===== config.mk =====
export PLATFORM = sky130hd
export DESIGN_NAME = interrupt_controller_flat
export DESIGN_NICKNAME = d
export VERILOG_FILES = /design/src/rtl/interrupt_controller_if.sv /design/src/rtl/interrupt_controller.sv /design/src/flat_wrapper.sv
export SDC_FILE = /design/constraint.sdc
export NUM_CORES = 1
export LEC_CHECK = 0
export CAP_MARGIN = 20
export CORE_UTILIZATION = 40
export DETAILED_ROUTE_END_ITERATION = 6
export GPL_TIMING_DRIVEN = 0
export PLACE_DENSITY_LB_ADDON = 0.05
export SETUP_SLACK_MARGIN = 0.1
export SKIP_LAST_GASP = 1
export SLEW_MARGIN = 20
export SYNTH_ARGS = -nofsm -noshare
export SYNTH_HDL_FRONTEND = slang
export SYNTH_SLANG_ARGS = --single-unit

===== constraint.sdc =====
create_clock -name clk -period 4.1 [get_ports clk]
set_input_delay 0.82 -clock clk [delete_from_list [all_inputs] [get_ports clk]]
set_output_delay 0.82 -clock clk [all_outputs]
set_load 0.005 [all_outputs]

===== src/rtl/interrupt_controller_if.sv =====
// Handshake and configuration bundle between the interrupt controller and its
// CPU/bus side. The controller uses the slave modport.
interface interrupt_controller_if #(
   parameter int INTERRUPT_WIDTH = 4,
   parameter int N_SOURCES       = 15
);
   logic [N_SOURCES-1:0]       irq_in;
   logic                       processing_interrupt;
   logic                       restore_state;
   logic [INTERRUPT_WIDTH-1:0] interrupt;
   logic                       cfg_we;
   logic [1:0]                 cfg_addr;
   logic [N_SOURCES-1:0]       cfg_wdata;
   logic [N_SOURCES-1:0]       cfg_rdata;
   logic [INTERRUPT_WIDTH-1:0] in_service;

   modport master (
      output irq_in, processing_interrupt, restore_state, cfg_we, cfg_addr, cfg_wdata,
      input  interrupt, cfg_rdata, in_service
   );

   modport slave (
      input  irq_in, processing_interrupt, restore_state, cfg_we, cfg_addr, cfg_wdata,
      output interrupt, cfg_rdata, in_service
   );
endinterface


===== src/rtl/interrupt_controller.sv =====
// Edge-triggered, maskable interrupt source for the CPU control FSM: latches
// pending requests and holds the committed ID stable until the handler returns.
module interrupt_controller #(
   parameter int INTERRUPT_WIDTH = 4,
   parameter int N_SOURCES       = 15
) (
   input logic                   clk,
   input logic                   rst,
   interrupt_controller_if.slave bus
);

   typedef enum logic [1:0] {
      IDLE    = 2'd0,
      REQUEST = 2'd1,
      ACTIVE  = 2'd2
   } state_t;

   logic [N_SOURCES-1:0]       irq_meta_p0;
   logic [N_SOURCES-1:0]       irq_sync_p1;
   logic [N_SOURCES-1:0]       irq_prev_p2;
   logic [N_SOURCES-1:0]       irq_rise;
   logic [N_SOURCES-1:0]       mask;
   logic [N_SOURCES-1:0]       pending;
   logic [N_SOURCES-1:0]       enabled;
   logic [N_SOURCES-1:0]       sw_set;
   logic [N_SOURCES-1:0]       sw_clr;
   logic [N_SOURCES-1:0]       ack_clr;
   logic [N_SOURCES-1:0]       status;
   logic [INTERRUPT_WIDTH-1:0] win_id;
   logic [INTERRUPT_WIDTH-1:0] in_service;
   logic                       proc_prev;
   logic                       ack;
   state_t                     state;
   state_t                     state_nxt;

   // Stage p0/p1: two-flop synchroniser; stage p2: previous value for edge detect
   always_ff @(posedge clk or posedge rst) begin
      if (rst) begin
         irq_meta_p0 <= '0;
         irq_sync_p1 <= '0;
         irq_prev_p2 <= '0;
      end else begin
         irq_meta_p0 <= bus.irq_in;
         irq_sync_p1 <= irq_meta_p0;
         irq_prev_p2 <= irq_sync_p1;
      end
   end

   assign irq_rise = irq_sync_p1 & ~irq_prev_p2;
   assign sw_set   = (bus.cfg_we && bus.cfg_addr == 2'd2) ? bus.cfg_wdata : '0;
   assign sw_clr   = (bus.cfg_we && bus.cfg_addr == 2'd1) ? bus.cfg_wdata : '0;
   assign ack      = (state == REQUEST) && bus.processing_interrupt && !proc_prev;
   assign enabled  = pending & mask;

   always_comb begin
      win_id  = '0;
      ack_clr = '0;
      for (int i = N_SOURCES - 1; i >= 0; i--) begin
         if (enabled[i]) win_id = INTERRUPT_WIDTH'(i + 1);
         ack_clr[i] = ack && (in_service == INTERRUPT_WIDTH'(i + 1));
      end
   end

   // Sets are OR-ed in after clears so a same-cycle set always survives
   always_ff @(posedge clk or posedge rst) begin
      if (rst) begin
         mask      <= '0;
         pending   <= '0;
         proc_prev <= 1'b0;
      end else begin
         if (bus.cfg_we && bus.cfg_addr == 2'd0) mask <= bus.cfg_wdata;
         pending   <= (pending & ~(sw_clr | ack_clr)) | irq_rise | sw_set;
         proc_prev <= bus.processing_interrupt;
      end
   end

   always_ff @(posedge clk or posedge rst) begin
      if (rst) state <= IDLE;
      else     state <= state_nxt;
   end

   always_comb begin
      state_nxt = state;
      case (state)
         IDLE:    if (|enabled) state_nxt = REQUEST;
         REQUEST: if (ack) state_nxt = ACTIVE;
         ACTIVE:  if (bus.restore_state) state_nxt = IDLE;
         default: state_nxt = IDLE;
      endcase
   end

   // The ID is captured once on leaving IDLE and frozen until the handler returns
   always_ff @(posedge clk or posedge rst) begin
      if (rst) begin
         in_service <= '0;
      end else if (state == IDLE && |enabled) begin
         in_service <= win_id;
      end else if (state == ACTIVE && bus.restore_state) begin
         in_service <= '0;
      end
   end

   always_comb begin
      status = '0;
      status[INTERRUPT_WIDTH+1:0] = {in_service, state};
      bus.interrupt  = (state == IDLE) ? '0 : in_service;
      bus.in_service = in_service;
      case (bus.cfg_addr)
         2'd0:    bus.cfg_rdata = mask;
         2'd1:    bus.cfg_rdata = pending;
         2'd3:    bus.cfg_rdata = status;
         default: bus.cfg_rdata = '0;
      endcase
   end

endmodule


===== src/flat_wrapper.sv =====
// flat-port wrapper written by rule: the top's interface ports become plain ports
module interrupt_controller_flat 
#(
   parameter int INTERRUPT_WIDTH = 4,
   parameter int N_SOURCES       = 15
)
  (clk, rst, bus_irq_in, bus_processing_interrupt, bus_restore_state, bus_cfg_we, bus_cfg_addr, bus_cfg_wdata, bus_interrupt, bus_cfg_rdata, bus_in_service);
  interrupt_controller_if #(.INTERRUPT_WIDTH(INTERRUPT_WIDTH), .N_SOURCES(N_SOURCES)) bus_i ();
  input logic clk;
  input logic rst;
  input wire logic [$bits(bus_i.irq_in)-1:0] bus_irq_in;
  input wire logic [$bits(bus_i.processing_interrupt)-1:0] bus_processing_interrupt;
  input wire logic [$bits(bus_i.restore_state)-1:0] bus_restore_state;
  input wire logic [$bits(bus_i.cfg_we)-1:0] bus_cfg_we;
  input wire logic [$bits(bus_i.cfg_addr)-1:0] bus_cfg_addr;
  input wire logic [$bits(bus_i.cfg_wdata)-1:0] bus_cfg_wdata;
  output wire logic [$bits(bus_i.interrupt)-1:0] bus_interrupt;
  output wire logic [$bits(bus_i.cfg_rdata)-1:0] bus_cfg_rdata;
  output wire logic [$bits(bus_i.in_service)-1:0] bus_in_service;
  assign bus_i.irq_in = bus_irq_in;
  assign bus_i.processing_interrupt = bus_processing_interrupt;
  assign bus_i.restore_state = bus_restore_state;
  assign bus_i.cfg_we = bus_cfg_we;
  assign bus_i.cfg_addr = bus_cfg_addr;
  assign bus_i.cfg_wdata = bus_cfg_wdata;
  assign bus_interrupt = bus_i.interrupt;
  assign bus_cfg_rdata = bus_i.cfg_rdata;
  assign bus_in_service = bus_i.in_service;
  interrupt_controller #(.INTERRUPT_WIDTH(INTERRUPT_WIDTH), .N_SOURCES(N_SOURCES)) u_core (.clk(clk), .rst(rst), .bus(bus_i));
endmodule

## Yosys cells after proc, flatten, opt, wreduce, memory -nomap -nowiden

Cells that the tools add are included.

| word-level totals | value |
|---|---|
| register bits after elaboration | 82 |
| input bits | 37 |
| logic and storage cells | 92 |

| operators by class | value |
|---|---|
| eq/ne operators | 23 |
| mux-type cells | 25 |
| bitwise logic cells | 8 |
| reductions and logical operators | 28 |

Operators with widths:

| cell | number |
|---|---|
| $mux 4 | 18 |
| $and 15x15->15 | 3 |
| $or 15x15->15 | 3 |
| $pmux 15 s3 | 1 |
| $eq 4x4->1 const B | 8 |
| $mux 15 | 2 |
| $not 15->15 | 2 |
| $logic_and 1x1->1 | 22 |
| $eq 4x3->1 const B | 4 |
| $reduce_or 15->1 | 1 |
| $eq 4x2->1 const B | 2 |
| $eq 2x2->1 const B | 3 |
| $mux 2 | 3 |
| $pmux 2 s3 | 1 |
| $eq 2x1->1 const B | 2 |
| $eq 4x1->1 const B | 1 |
| $logic_not 2->1 | 2 |
| $ne 2x1->1 const B | 2 |
| $reduce_and 3->1 | 1 |
| $ne 2x2->1 const B | 1 |
| $reduce_bool 2->1 | 1 |
| $logic_not 1->1 | 1 |

## Logic depth before layout (Yosys ltp)

| depth | value |
|---|---|
| depth in word-level cells | 17 |
| gate-level depth with buffers | 6 |
| depth with buffers taken out | 4 |

## Least setup slack after synthesis

No wires, ideal clock.

| timing path | value |
|---|---|
| path type | input -> output |
| start point | input port bus_cfg_addr[0] |
| end point | output port bus_cfg_rdata[3] |
| arrival time | 1.528 ns |
| data required time | 3.280 ns |
| path slack | 1.752 ns |
| cell stages on the path | 4 |
| cell sequence | buf_4 > buf_2 > mux2i_1 > o21ai_0 |

| between the ends | value |
|---|---|
| word-level cells in the longest chain between the ends | 2 |
| elaborated cells between the ends (all ways) | 4 |
| classes of those cells | eq/ne (2); mux (1); reduce/logical (1) |

Ends and longest elaborated chain:

| element | RTL line | source |
|---|---|---|
| start: declaration | flat_wrapper.sv:15 | `input wire logic [$bits(bus_i.cfg_addr)-1:0] bus_cfg_addr;` |
| $eq 2x2->1, or another cell as far along | interrupt_controller.sv:108 | `case (bus.cfg_addr)` |
| $pmux 15 s3 * | interrupt_controller.sv:108 |  |
| end: declaration | flat_wrapper.sv:18 | `output wire logic [$bits(bus_i.cfg_rdata)-1:0] bus_cfg_rdata;` |

Mark *: on every way between the ends. The rest lies on a longest branch, timed or not.

## Final worst setup path

Ends and elaborated chain as after synthesis.

==> impl_metrics.py <==
metrics = {
    "power_and_ir_drop": {
        "switching_share_pct": 29.41,
        "comb_power_share_pct": 23.4,
        "powerDensity_nw_per_um2": 495.8,
        "pwr-share-seq_pct": 47.3,
        "power_switching_uw": 629.3,
        "ir_worst_vdd_mv": 0.2190,
        "leakage_uw": 0.001921,
        "p_clk_share_pct": 29.4,
        "p_int_uw": 1510,
    },
    "sta": {
        "hold_viol": 0,
        "rsz0062_at_grt": "no",
        "clock_skew_ns": 0.009884,
        "hold_slack_ns": 0.3525,
        "slew_headroom_pct": 59.64,
        "finalMaxSlewViolations": 0,
        "fin_crit_sh_pct": 73.58,
        "setup_tns_ns": 0,
        "tightest_slew_ns": 0.6042,
        "fmax_ghz": 0.3315,
        "period_minus_slack_ns": 3.017,
        "setup_violations": 0,
    },
    "detailed_routing": {
        "first_pass_iters": 4,
        "routed_wl_mm": 7.924,
        "initialDrtViolationCount": 161,
        "drcViolationCount": 0,
        "via_count": 2422,
        "top_layer": "met4",
        "drt-wirelength-per-cell_microns": 17.49,
        "met2_length_mm": 3.740,
        "wl_met3_microns": 357,
        "antenna_left": 0,
        "wl_met1_mm": 3.724,
        "viasPerCell": 5.347,
    },
    "logic_synthesis": {
        "netlist_area_sq_um": 3379,
        "synth-edff-count": 0,
        "synth.distinct_cells": 39,
        "syn_inst": 274,
        "synth.avg_cell_area_sq_um": 12.33,
        "synth-main-ff-cell": "dfrtp_1",
        "synth-seq-cells": 82,
        "synth_nets": 311,
        "seq_area_frac_synth_pct": 60.72,
        "async_reset_ff_share_pct": 100.0,
        "yosysWarnings": 0,
    },
    "placement": {
        "numPortBuffers": 57,
        "dp_hpwl_mm": 5.623,
        "routabilityCongestion": 0.8602,
        "dp_cells": 437,
        "place_area_sq_um": 4104,
    },
    "die": {
        "core_area_sq_um": 8175,
        "die-area_sq_um": 8820,
        "start_util_pct": 41.34,
        "io_pins": 60,
        "die_h_microns": 93.92,
        "dieWidth_microns": 93.92,
        "rows": 33,
    },
    "clocking": {
        "cts_max_level": 3,
        "cts_buffers": 9,
        "postCtsResizedCells": 0,
        "clock_sinks": 82,
        "clock_path_buffers": 2,
        "clockRootBuffer": "clkbuf_8",
        "cts_setup_buffers": 0,
        "clk_latency_ns": 0.35,
        "cts.clk_slew.worst_paths_ns": 0.09,
        "cts_hold_buf": 0,
        "cts_tree": "yes",
    },
    "worst_setup_path": {
        "endpoint_kind": "primary output",
        "worst-path-max-fanout": 10,
        "required_ns": 3.28,
        "path_class": "in2out",
        "crit_arrival_ns": 2.20,
        "cp-start-kind": "primary input",
    },
    "global_route": {
        "grt_max_degree": 44,
        "gr-total-overflow": 0,
        "grt_pass1_wl_mm": 12.94,
        "grt_pass1_vias": 2463,
        "grt_use_total_pct": 19.84,
        "grt_antenna_before_repair": 0,
    },
    "cells_and_area": {
        "area_growth_syn_to_layout_pct": 27.69,
        "instances_no_fill": 453,
        "drive_above_1_share_pct": 13.51,
        "nNetsFinal": 380,
        "final_area_sq_um": 4315,
        "antenna_cells": 0,
    },
    "run_status": {
        "status": "completed",
    },
    "job": {
        "maxCapViolCount": 0,
    },
    "hold_path": {
        "hp-class": "reg2reg",
    },
}
[final timing paths]
kind	endpoint	depth (start not counted)	slack, ns	from
hold / removal	u_core.irq_sync_p1[5]	0	0.35	u_core.irq_meta_p0[5]
min in group asynchronous	u_core.pending[14]	2	0.88	rst
setup reg to reg	u_core.pending[1]	4	2.29	u_core.state[1]
setup / recovery	bus_cfg_rdata[3]	5	1.08	bus_cfg_addr[0]
max in group asynchronous	u_core.irq_prev_p2[11]	3	2.62	rst
hold reg to reg	u_core.irq_sync_p1[5]	0	0.35	u_core.irq_meta_p0[5]
[power by group through the flow]
| stage | clock network, uW | registers, uW | logic [uW] |
|---|---|---|---|
| floorplan | 0 | 990 | 284 |
| global placement | 0 | 1030 | 494 |
| detailed placement | 0 | 1030 | 499 |
| CTS | 646 | 1010 | 503 |
| global route | 678 | 1030 | 549 |
| finish | 628 | 1010 | 500 |
[metrics by stage]
stage	setup WS, ns	total power (uW)	utilization (%)
floorplan	1.172	1274	-
global placement	-0.2053	1519	49.92
detailed placement	1.068	1526	50.20
CTS	1.051	2159	52.79
global route	0.9654	2255	52.79
finish	1.083	2140	52.79
[cell usage after synthesis (all sizes together) (2+ instances only)]
cell / n / share of area [%]
o211ai: 2 / 0.59
nand2: 19 / 2.1
a32o: 4 / 1.2
a22oi: 6 / 1.5
a221o: 15 / 4.4
buf: 6 / 1.0
a31o: 3 / 0.78
and2: 2 / 0.37
a221oi: 15 / 3.9
a22o: 4 / 1.0
mux2: 15 / 5.0
nand4: 2 / 0.37
inv: 35 / 3.9
mux2i: 15 / 4.4
o21ai: 8 / 1.2
dfrtp: 82 / 61
a21oi: 3 / 0.44
nor2b: 4 / 0.74
nor3: 4 / 1.0
clkbuf: 3 / 0.33
nor2: 14 / 1.6
nand2b: 2 / 0.37
[cell type report]
class / instances / area, sq um
tap: 105 / 131.4
clock buffer: 12 / 135.1
buffer: 9 / 46.29
inverter: 35 / 133.9
clock inverter: 4 / 76.32
sequential: 82 / 2052
fill: 732 / 3860
timing repair buffer: 58 / 590.6
multi-input combinational: 148 / 1150
[cell usage in the layout, fill, tap and decap left out, types with 5 or more instances in the layout]
cell type / netlist / routed
nand2_1: 19 / 19
clkbuf_1: 3 / 6
a22oi_1: 5 / 5
nor2_1: 13 / 13
a221oi_1: 15 / 15
clkdlybuf4s50_1: 0 / 57
dfrtp_1: 82 / 82
mux2i_1: 15 / 15
mux2_2: 15 / 15
a221o_1: 15 / 15
o21ai_0: 8 / 8
clkbuf_8: 0 / 9
inv_1: 35 / 34
[per-layer routing]
layer,up-vias,track usage [%]
li1,1128,-
met2,69,31.45
met1,1215,26.79
met5,-,0
met3,10,4.288
met4,0,7.051
[kinds of logic after synthesis]
| group | Yosys count | synth area share (%) |
|---|---|---|
| mux | 30 | 9.441 |
| flops | 82 | 60.72 |
| compound gates | 66 | 16.44 |
| simple gates | 52 | 8.145 |
| buf+inv | 44 | 5.257 |
[state kept, by name, indices dropped and copies added (netlist names)]
register,cells
u_core.irq_sync_p1,15
u_core.irq_prev_p2,15
u_core.pending,15
u_core.mask,15
u_core.irq_meta_p0,15
u_core.bus.in_service,4
u_core.proc_prev,1
u_core.state,2
[worst max-delay path, cell delays in order]
cell	delay, ns
buf_4	0.16
buf_2	0.35
mux2i_1	0.12
o21ai_0	0.20
clkdlybuf4s50_1	0.54
No activity file was read; power rests on OpenSTA's default activity.
